File: config.mk
export PLATFORM = sky130hd
export DESIGN_NAME = tw_rom1_h_loader
export DESIGN_NICKNAME = d
export VERILOG_FILES = /design/src/rtl/tw_rom1_h_loader.sv
export SDC_FILE = /design/constraint.sdc
export NUM_CORES = 1
export LEC_CHECK = 0
export CAP_MARGIN = 10
export CELL_PAD_IN_SITES_DETAIL_PLACEMENT = 1
export CELL_PAD_IN_SITES_GLOBAL_PLACEMENT = 1
export CORE_ASPECT_RATIO = 1.2
export CORE_MARGIN = 1
export CORE_UTILIZATION = 53
export DETAILED_ROUTE_END_ITERATION = 10
export HOLD_SLACK_MARGIN = 0.1
export PLACE_DENSITY = 0.89
export SYNTH_ARGS = -nofsm -noshare
export SYNTH_HDL_FRONTEND = slang
export SYNTH_SLANG_ARGS = --single-unit
File: constraint.sdc
create_clock -name CLK -period 8.1 [get_ports CLK]
set_input_delay 1.62 -clock CLK [delete_from_list [all_inputs] [get_ports CLK]]
set_output_delay 1.62 -clock CLK [all_outputs]
set_load 0.005 [all_outputs]
File: src/rtl/tw_rom1_h_loader.sv
`default_nettype none
// +----------------------------------------------------------------------------+
// | tw_rom1_h_loader                                                           |
// | Buffers four packed twiddle words and replays them as HI then LO bursts.   |
// | Revision: 1.0 - initial release                                            |
// +----------------------------------------------------------------------------+
module tw_rom1_h_loader #(
  parameter int P_WIDTH         = 128,
  parameter int horizontal_DW   = 64,
  parameter int init_store_data = 4,
  parameter int GAP_CYCLES      = 1
) (
  input  logic                     CLK,
  input  logic                     rst,
  input  logic                     load_start,
  input  logic                     s_valid,
  input  logic [P_WIDTH-1:0]       s_data,
  output logic                     s_ready,
  output logic [horizontal_DW-1:0] horizontal_data_out,
  output logic [1:0]               ROM1_w,
  output logic                     rom_busy,
  output logic                     load_done,
  output logic [2:0]               words_cnt
);

  localparam int              c_BW        = (init_store_data > 1) ? $clog2(init_store_data) : 1;
  localparam logic [2:0]      c_LAST_WORD = 3'(init_store_data - 1);
  localparam logic [c_BW-1:0] c_LAST_BEAT = c_BW'(init_store_data - 1);
  localparam logic [c_BW-1:0] c_BEAT_ONE  = c_BW'(1);
  localparam logic [2:0]      c_LAST_GAP  = 3'(GAP_CYCLES - 1);

  typedef enum logic [2:0] {
    S_IDLE  = 3'd0,
    S_FILL  = 3'd1,
    S_WR_HI = 3'd2,
    S_GAP   = 3'd3,
    S_WR_LO = 3'd4,
    S_DONE  = 3'd5
  } state_t;

  state_t                   r_state;
  logic [P_WIDTH-1:0]       r_buf [init_store_data];
  logic [c_BW-1:0]          r_beat;
  logic [2:0]               r_gap;
  logic                     r_s_ready;
  logic [1:0]               r_rom1_w;
  logic [horizontal_DW-1:0] r_data;
  logic                     r_busy;
  logic                     r_done;
  logic [2:0]               r_words_cnt;

  // Outputs are registered one cycle behind the state, so each WR_* state
  // cycle produces the beat that appears on the bus in the following cycle.
  always_ff @(posedge CLK) begin
    if (rst) begin
      r_state     <= S_IDLE;
      r_beat      <= '0;
      r_gap       <= '0;
      r_s_ready   <= 1'b0;
      r_rom1_w    <= 2'd0;
      r_data      <= '0;
      r_busy      <= 1'b0;
      r_done      <= 1'b0;
      r_words_cnt <= 3'd0;
      for (int i = 0; i < init_store_data; i++) r_buf[i] <= '0;
    end else begin
      r_done <= 1'b0;
      case (r_state)
        S_IDLE: begin
          // r_done marks the visible DONE cycle, where a new start is refused
          if (load_start && !r_done) begin
            r_state     <= S_FILL;
            r_s_ready   <= 1'b1;
            r_busy      <= 1'b1;
            r_words_cnt <= 3'd0;
          end
        end
        S_FILL: begin
          if (s_valid && r_s_ready) begin
            r_buf[r_words_cnt[c_BW-1:0]] <= s_data;
            r_words_cnt                  <= r_words_cnt + 3'd1;
            if (r_words_cnt == c_LAST_WORD) begin
              r_s_ready <= 1'b0;
              r_beat    <= '0;
              r_state   <= S_WR_HI;
            end
          end
        end
        S_WR_HI: begin
          r_rom1_w <= 2'd1;
          r_data   <= r_buf[r_beat][P_WIDTH-1 -: horizontal_DW];
          r_beat   <= r_beat + c_BEAT_ONE;
          if (r_beat == c_LAST_BEAT) begin
            r_beat  <= '0;
            r_gap   <= 3'd0;
            r_state <= (GAP_CYCLES == 0) ? S_WR_LO : S_GAP;
          end
        end
        S_GAP: begin
          r_rom1_w <= 2'd0;
          r_data   <= '0;
          r_gap    <= r_gap + 3'd1;
          if (r_gap == c_LAST_GAP) r_state <= S_WR_LO;
        end
        S_WR_LO: begin
          r_rom1_w <= 2'd2;
          r_data   <= r_buf[r_beat][horizontal_DW-1:0];
          r_beat   <= r_beat + c_BEAT_ONE;
          if (r_beat == c_LAST_BEAT) begin
            r_beat  <= '0;
            r_state <= S_DONE;
          end
        end
        S_DONE: begin
          r_rom1_w <= 2'd0;
          r_data   <= '0;
          r_busy   <= 1'b0;
          r_done   <= 1'b1;
          r_state  <= S_IDLE;
        end
        default: r_state <= S_IDLE;
      endcase
    end
  end

  assign s_ready             = r_s_ready;
  assign horizontal_data_out = r_data;
  assign ROM1_w              = r_rom1_w;
  assign rom_busy            = r_busy;
  assign load_done           = r_done;
  assign words_cnt           = r_words_cnt;

endmodule
`default_nettype wire

==> metrics.txt, run 1 <==
total vias in the final route 15,670; multi-input logic area 8026 um^2; leakage power figure 10.26 nW; dominant cell type by area after synthesis edfxtp_1; reg2reg start r_state[0]$_SDFFE_PP0P_; Mapped Nets 1,916; r2r endpoint r_buf[1][118]$_SDFFCE_PN0P_; Max FO, Critical Path 73; DR pass1 iterations 5; Worst EP required 8.56 ns; Main synth FF type edfxtp_1; Vias/cell 6.010; setup TNS 0 ns; maximum vdd drop 0.1464 mV; Die Height 243.0 um; Final Skew 0.02331 ns; Cell variety after synth 39; worst reg-to-reg path cell count 6; top cells by area, synth edfxtp_1 (60%), and2_1 (13%), mux2i_1 (10%); root buf cell clkbuf_16; min Tclk post-route 4.722 ns; most frequent cells in the layout and2_1 (512), edfxtp_1 (512), mux2i_1 (256); postcts setup bufs 0; fin crit share 0.5830; R2R Setup Slk 4.69 ns; first-pass GRT wire length 104,700 um; Worst-path clk slew 0.07 ns; core box area 47,350 um^2; DIE WIDTH 202.9 um; post-synth top area share 0.5992; CTS max path bufs 3; Post-DP HPWL 38,450 um; final setup vio count 0; GR Util All Layers 0.2842; nets@finish 2,065; relative slew slack 0.1429; Critical Path End r_buf[1][118]$_SDFFCE_PN0P_; fmax 211.8 MHz; CTS buffer count 55; sequential cell area 17,020 um^2; DRC viols 0; Post-CTS Resized 0; cell row count 87; GR Overflow Total 0; Synth-to-Final Area Change 16.54%; Worst-Skew Late Latency 0.62 ns; vias in the first global route 17,350; share of post-route cells with drive strength above 1 0.06342; filler instances 4,361; routability cong. 0.7700; Async SR Flop Fraction 0; DR iter-0 viols 1,095; DR WL/cell 27.08 um; WL final 70,600 um; Max Cap Viol 0; CP endpoint kind flip-flop; final worst slack 3.378 ns; Final Hold Vio Count 0; I/O Pins 204; CTS tree built; largest net degree at the start of global routing 141; Yosys warning count 0; crit path launch type primary input; Initial Utilization 0.5419; # hold bufs at CTS 0; CP arrival 5.18 ns; pre-CTS setup slack 2.818 ns; initial antenna violation count 21; H-tree levels 2; CTS sink count 594; outcome finished clean; power per cell area 211.0 nW/um^2; final core occ 0.6315; Setup crit start rst; sequential cell area fraction in the yosys report 0.6632; synthesized area 25,660 um^2; Syn Area/Cell 14.42 um^2; Slew Limit Fails 0; Slew @ Worst Pin 1.286 ns; type of the worst min-delay path flip-flop to flip-flop; number of flops mapped to enable cells by yosys 512; RSZ-0062 raised after global routing false; post-route ant nets 0; IO Port Bufs 203; die area 49,300 um^2; Synth Instances 1,779; #FFs+latches synth 594; critical path type primary input to flip-flop
==> cells in the mapped netlist (2+ instances only) <==
library cell,count
a32o_1,64
dfxtp_1,82
nor2b_1,7
nand4_1,2
o21ai_0,4
buf_6,12
mux2i_1,256
buf_2,45
nand2_1,8
buf_1,2
and2_1,513
edfxtp_1,512
buf_4,3
nor3b_2,2
a31oi_1,2
clkbuf_1,46
nor2_1,8
nor3b_1,4
a22oi_1,128
nand2b_1,6
clkbuf_2,23
inv_1,3
nor3_2,2
a21oi_1,15
nand3_1,8
ha_1,5
or2_2,5
==> stage by stage <==
step / power (mW) / hold WS (ns) / instances / instance area (um^2)
floorplan: 3.600 / 0.4493 / 1779 / 25660
global placement: 3.729 / 0.4479 / 2494 / 28070
detailed placement: 3.754 / 0.4564 / 2494 / 28070
CTS: 6.335 / 0.4744 / 2594 / 29870
global route: 6.456 / 0.4901 / 2605 / 29900
finish: 6.311 / 0.4730 / 2607 / 29900
==> power breakdown <==
part           switching, mW  leakage (nW)  internal [mW]  total [mW]
clock                   1.15         0.867           1.46        2.62
combinational          0.147          3.44         0.0969       0.244
sequential            0.0382          5.95           3.41        3.45
==> metal layers <==
layer | GRT usage | wire (um) | vias up
met4 | 0.1320 | 2279 | 12
li1 | - | - | 6899
met1 | 0.3420 | 27320 | 8124
met5 | 0 | 86 | -
met2 | 0.4923 | 36840 | 500
met3 | 0.05277 | 4082 | 133
==> critical path, stage by stage <==
cell             delay, ns
clkdlybuf4s50_1       0.89
nand2b_1              0.44
nand2b_2              0.32
nor3b_4               0.21
buf_4                 0.54
buf_4                 0.78
and2_1                0.26
==> worst min-delay path by stage <==
stage | from | end | cells after the start
after detailed placement | horizontal_data_out[9]$_SDFFE_PP0P_ | horizontal_data_out[9]$_SDFFE_PP0P_ | 1
after CTS | horizontal_data_out[63]$_SDFFE_PP0P_ | horizontal_data_out[63]$_SDFFE_PP0P_ | 1
final | rom_busy$_SDFFE_PP0P_ | rom_busy$_SDFFE_PP0P_ | 2
after floorplan | r_gap[0]$_SDFFE_PP0P_ | r_gap[0]$_SDFFE_PP0P_ | 2
after global placement | horizontal_data_out[4]$_SDFFE_PP0P_ | horizontal_data_out[4]$_SDFFE_PP0P_ | 1
after global routing | horizontal_data_out[40]$_SDFFE_PP0P_ | horizontal_data_out[40]$_SDFFE_PP0P_ | 1
==> state kept, by name, summed over array words and instances (netlist names), 2 cells and up, named ones only <==
name	flops
ROM1_w	2
r_gap	3
r_buf	512
r_state	3
words_cnt	3
horizontal_data_out	64
r_beat	2
==> cell families after synthesis <==
kind of cell | synth area share
buf+inv | 0.02687
flops | 0.6632
compound gates | 0.06827
simple gates | 0.1390
mux | 0.09987
fa+ha+maj | 0.002438
xor+xnor | 0.0003414
==> layout make-up <==
cell class                 instances  area share
tap                              623     0.02607
sequential                       594      0.5692
clock inverter                    28    0.008954
multi-input combinational       1051      0.2684
antenna                           13    0.001088
timing repair buffer             223     0.07465
clock buffer                      72     0.05126
inverter                           3   0.0003766
Power figures use the tool's default switching activity.
==> run 2, diff against run 1 <==
Settings changed: CORE_UTILIZATION 53 to 49, PLACE_DENSITY 0.89 to 0.83.
Clock period 8.1 ns to 4.38 ns, I/O delays scaled along.
==> run 2 against run 1 <==
Net effect: cell count rose by 3.5%; hold slack got worse by 0.0061 ns; sequential share of layout area fell by 0.96 points; largest power group unchanged; highest routed layer unchanged; die area rose by 8.1%; clock power rose by 97%; total power rose by 90%; wire length fell by 2.2%.
==> metrics.txt, run 2 (synthesized netlist as in run 1, its figures left out) <==
CTS tree built; die area 53,290 um^2; Max Cap Viol 0; Final Skew 0.02255 ns; Critical Path Max Stage Delay 0.77 ns; maximum vdd drop 0.2690 mV; fmax 340.0 MHz; outcome finished clean; RSZ-0062 raised after global routing false; final setup vio count 0; DRC viols 0; GR Util All Layers 0.2602; Initial Utilization 0.4975; DR WL/cell 25.59 um; H-tree levels 2; initial antenna violation count 13; Slew Limit Fails 0; type of the worst min-delay path flip-flop to flip-flop; Die Height 252.7 um; CTS sink count 594; CTS buffer count 58; DIE WIDTH 210.9 um; largest net degree at the start of global routing 129; first-pass GRT wire length 103,000 um; share of post-route cells with drive strength above 1 0.07168; Placed Instances 2,584; CP endpoint kind flip-flop; Worst-Skew Late Latency 0.62 ns; hold path cells 1; critical path type flip-flop to flip-flop; slowest cell on the critical path dfxtp_1; total vias in the final route 15,590; DR pass1 iterations 5; Max FO, Critical Path 37; Worst-path clk slew 0.06 ns; core box area 51,580 um^2; vias in the first global route 17,100; post-route ant nets 0; nets@finish 2,084; crit path launch type flip-flop; fin cells 2,698; WL final 69,030 um; postcts setup bufs 0; max reg flops 512; root buf cell clkbuf_16; GR Overflow Total 0; cell row count 91; critical path cell sequence nand2b_1, nand2b_2, nor3b_4, or2_4, buf_4; routability cong. 0.7610; Vias/cell 5.779; final core occ 0.5897; IO Port Bufs 203; Final Hold Vio Count 0; power per cell area 394.6 nW/um^2; CTS max path bufs 3; # hold bufs at CTS 0; worst reg-to-reg path cell count 5; CP arrival 3.25 ns; I/O Pins 204; DR iter-0 viols 959; fin crit share 0.6715; relative slew slack 0.2710; Slew @ Worst Pin 1.094 ns; Worst EP required 4.69 ns; min Tclk post-route 2.941 ns; setup TNS 0 ns; Synth-to-Final Area Change 18.54%; Post-DP HPWL 38,700 um; most frequent cells in the layout and2_1 (512), edfxtp_1 (512), mux2i_1 (256); largest register by flop count r_buf; Post-CTS Resized 0; leakage power figure 10.47 nW
-- run 2: changes by cell type in the layout (fill, tap and decap cells not counted), sizes merged --
cell / delta
buf: +16
diode: -7
clkinv: +6
clkinvlp: -5
bufinv: +4
clkbuf: +4
inv: -1
-- run 2: final cells by class --
class,count,area (um^2)
clock buffers,76,1580
repair buffers,239,2527
inverters,3,11.26
multi-input cells,1051,8025
flip-flops and latches,594,17020
clock inverters,32,364.1
fillers,4826,21160
well taps,697,872.1
diodes,6,15.01
-- run 2: report_power, final --
| part | switching (mW) | internal (mW) | leakage, nW | total, mW |
|---|---|---|---|---|
| combinational | 0.279 | 0.195 | 3.57 | 0.475 |
| sequential | 0.0655 | 6.31 | 5.95 | 6.37 |
| clock | 2.15 | 3.01 | 0.955 | 5.15 |
-- run 2: critical path, delay by kind of cell (launching register included) --
family	cells	cell delay, ns
buffers and inverters	1	0.34
flip-flops	1	0.77
AND/OR/NAND/NOR	4	1.51
-- run 2: path summary, 6_finish.rpt --
check                                        from                                   end  slack [ns]
max reg2reg               r_state[0]$_SDFFE_PP0P_            r_buf[2][57]$_SDFFCE_PN0P_        1.44
max                       r_state[0]$_SDFFE_PP0P_            r_buf[2][57]$_SDFFCE_PN0P_        1.44
min reg2reg  horizontal_data_out[36]$_SDFFE_PP0P_  horizontal_data_out[36]$_SDFFE_PP0P_        0.47
min          horizontal_data_out[36]$_SDFFE_PP0P_  horizontal_data_out[36]$_SDFFE_PP0P_        0.47
-- run 2: through the flow --
step | power, mW | hold WS, ns | setup slack [ns] | area (um^2)
3_3_place_gp | 6.927 | 0.4508 | 0.9636 | 28460
5_1_grt | 12.29 | 0.4760 | 1.303 | 30410
6_report | 12.00 | 0.4669 | 1.439 | 30420
2_1_floorplan | 6.653 | 0.4493 | 0.7009 | 25660
3_5_place_dp | 6.965 | 0.4570 | 0.9019 | 28460
4_1_cts | 12.07 | 0.4715 | 1.438 | 30400
-- run 2: metal layers --
metal,global-route usage,part of all wire,vias up
li1,-,-,6933
met1,0.3146,0.40,8021
met2,0.4600,0.52,487
met3,0.04958,0.055,136
met4,0.09648,0.030,16
met5,0,0.0015,-
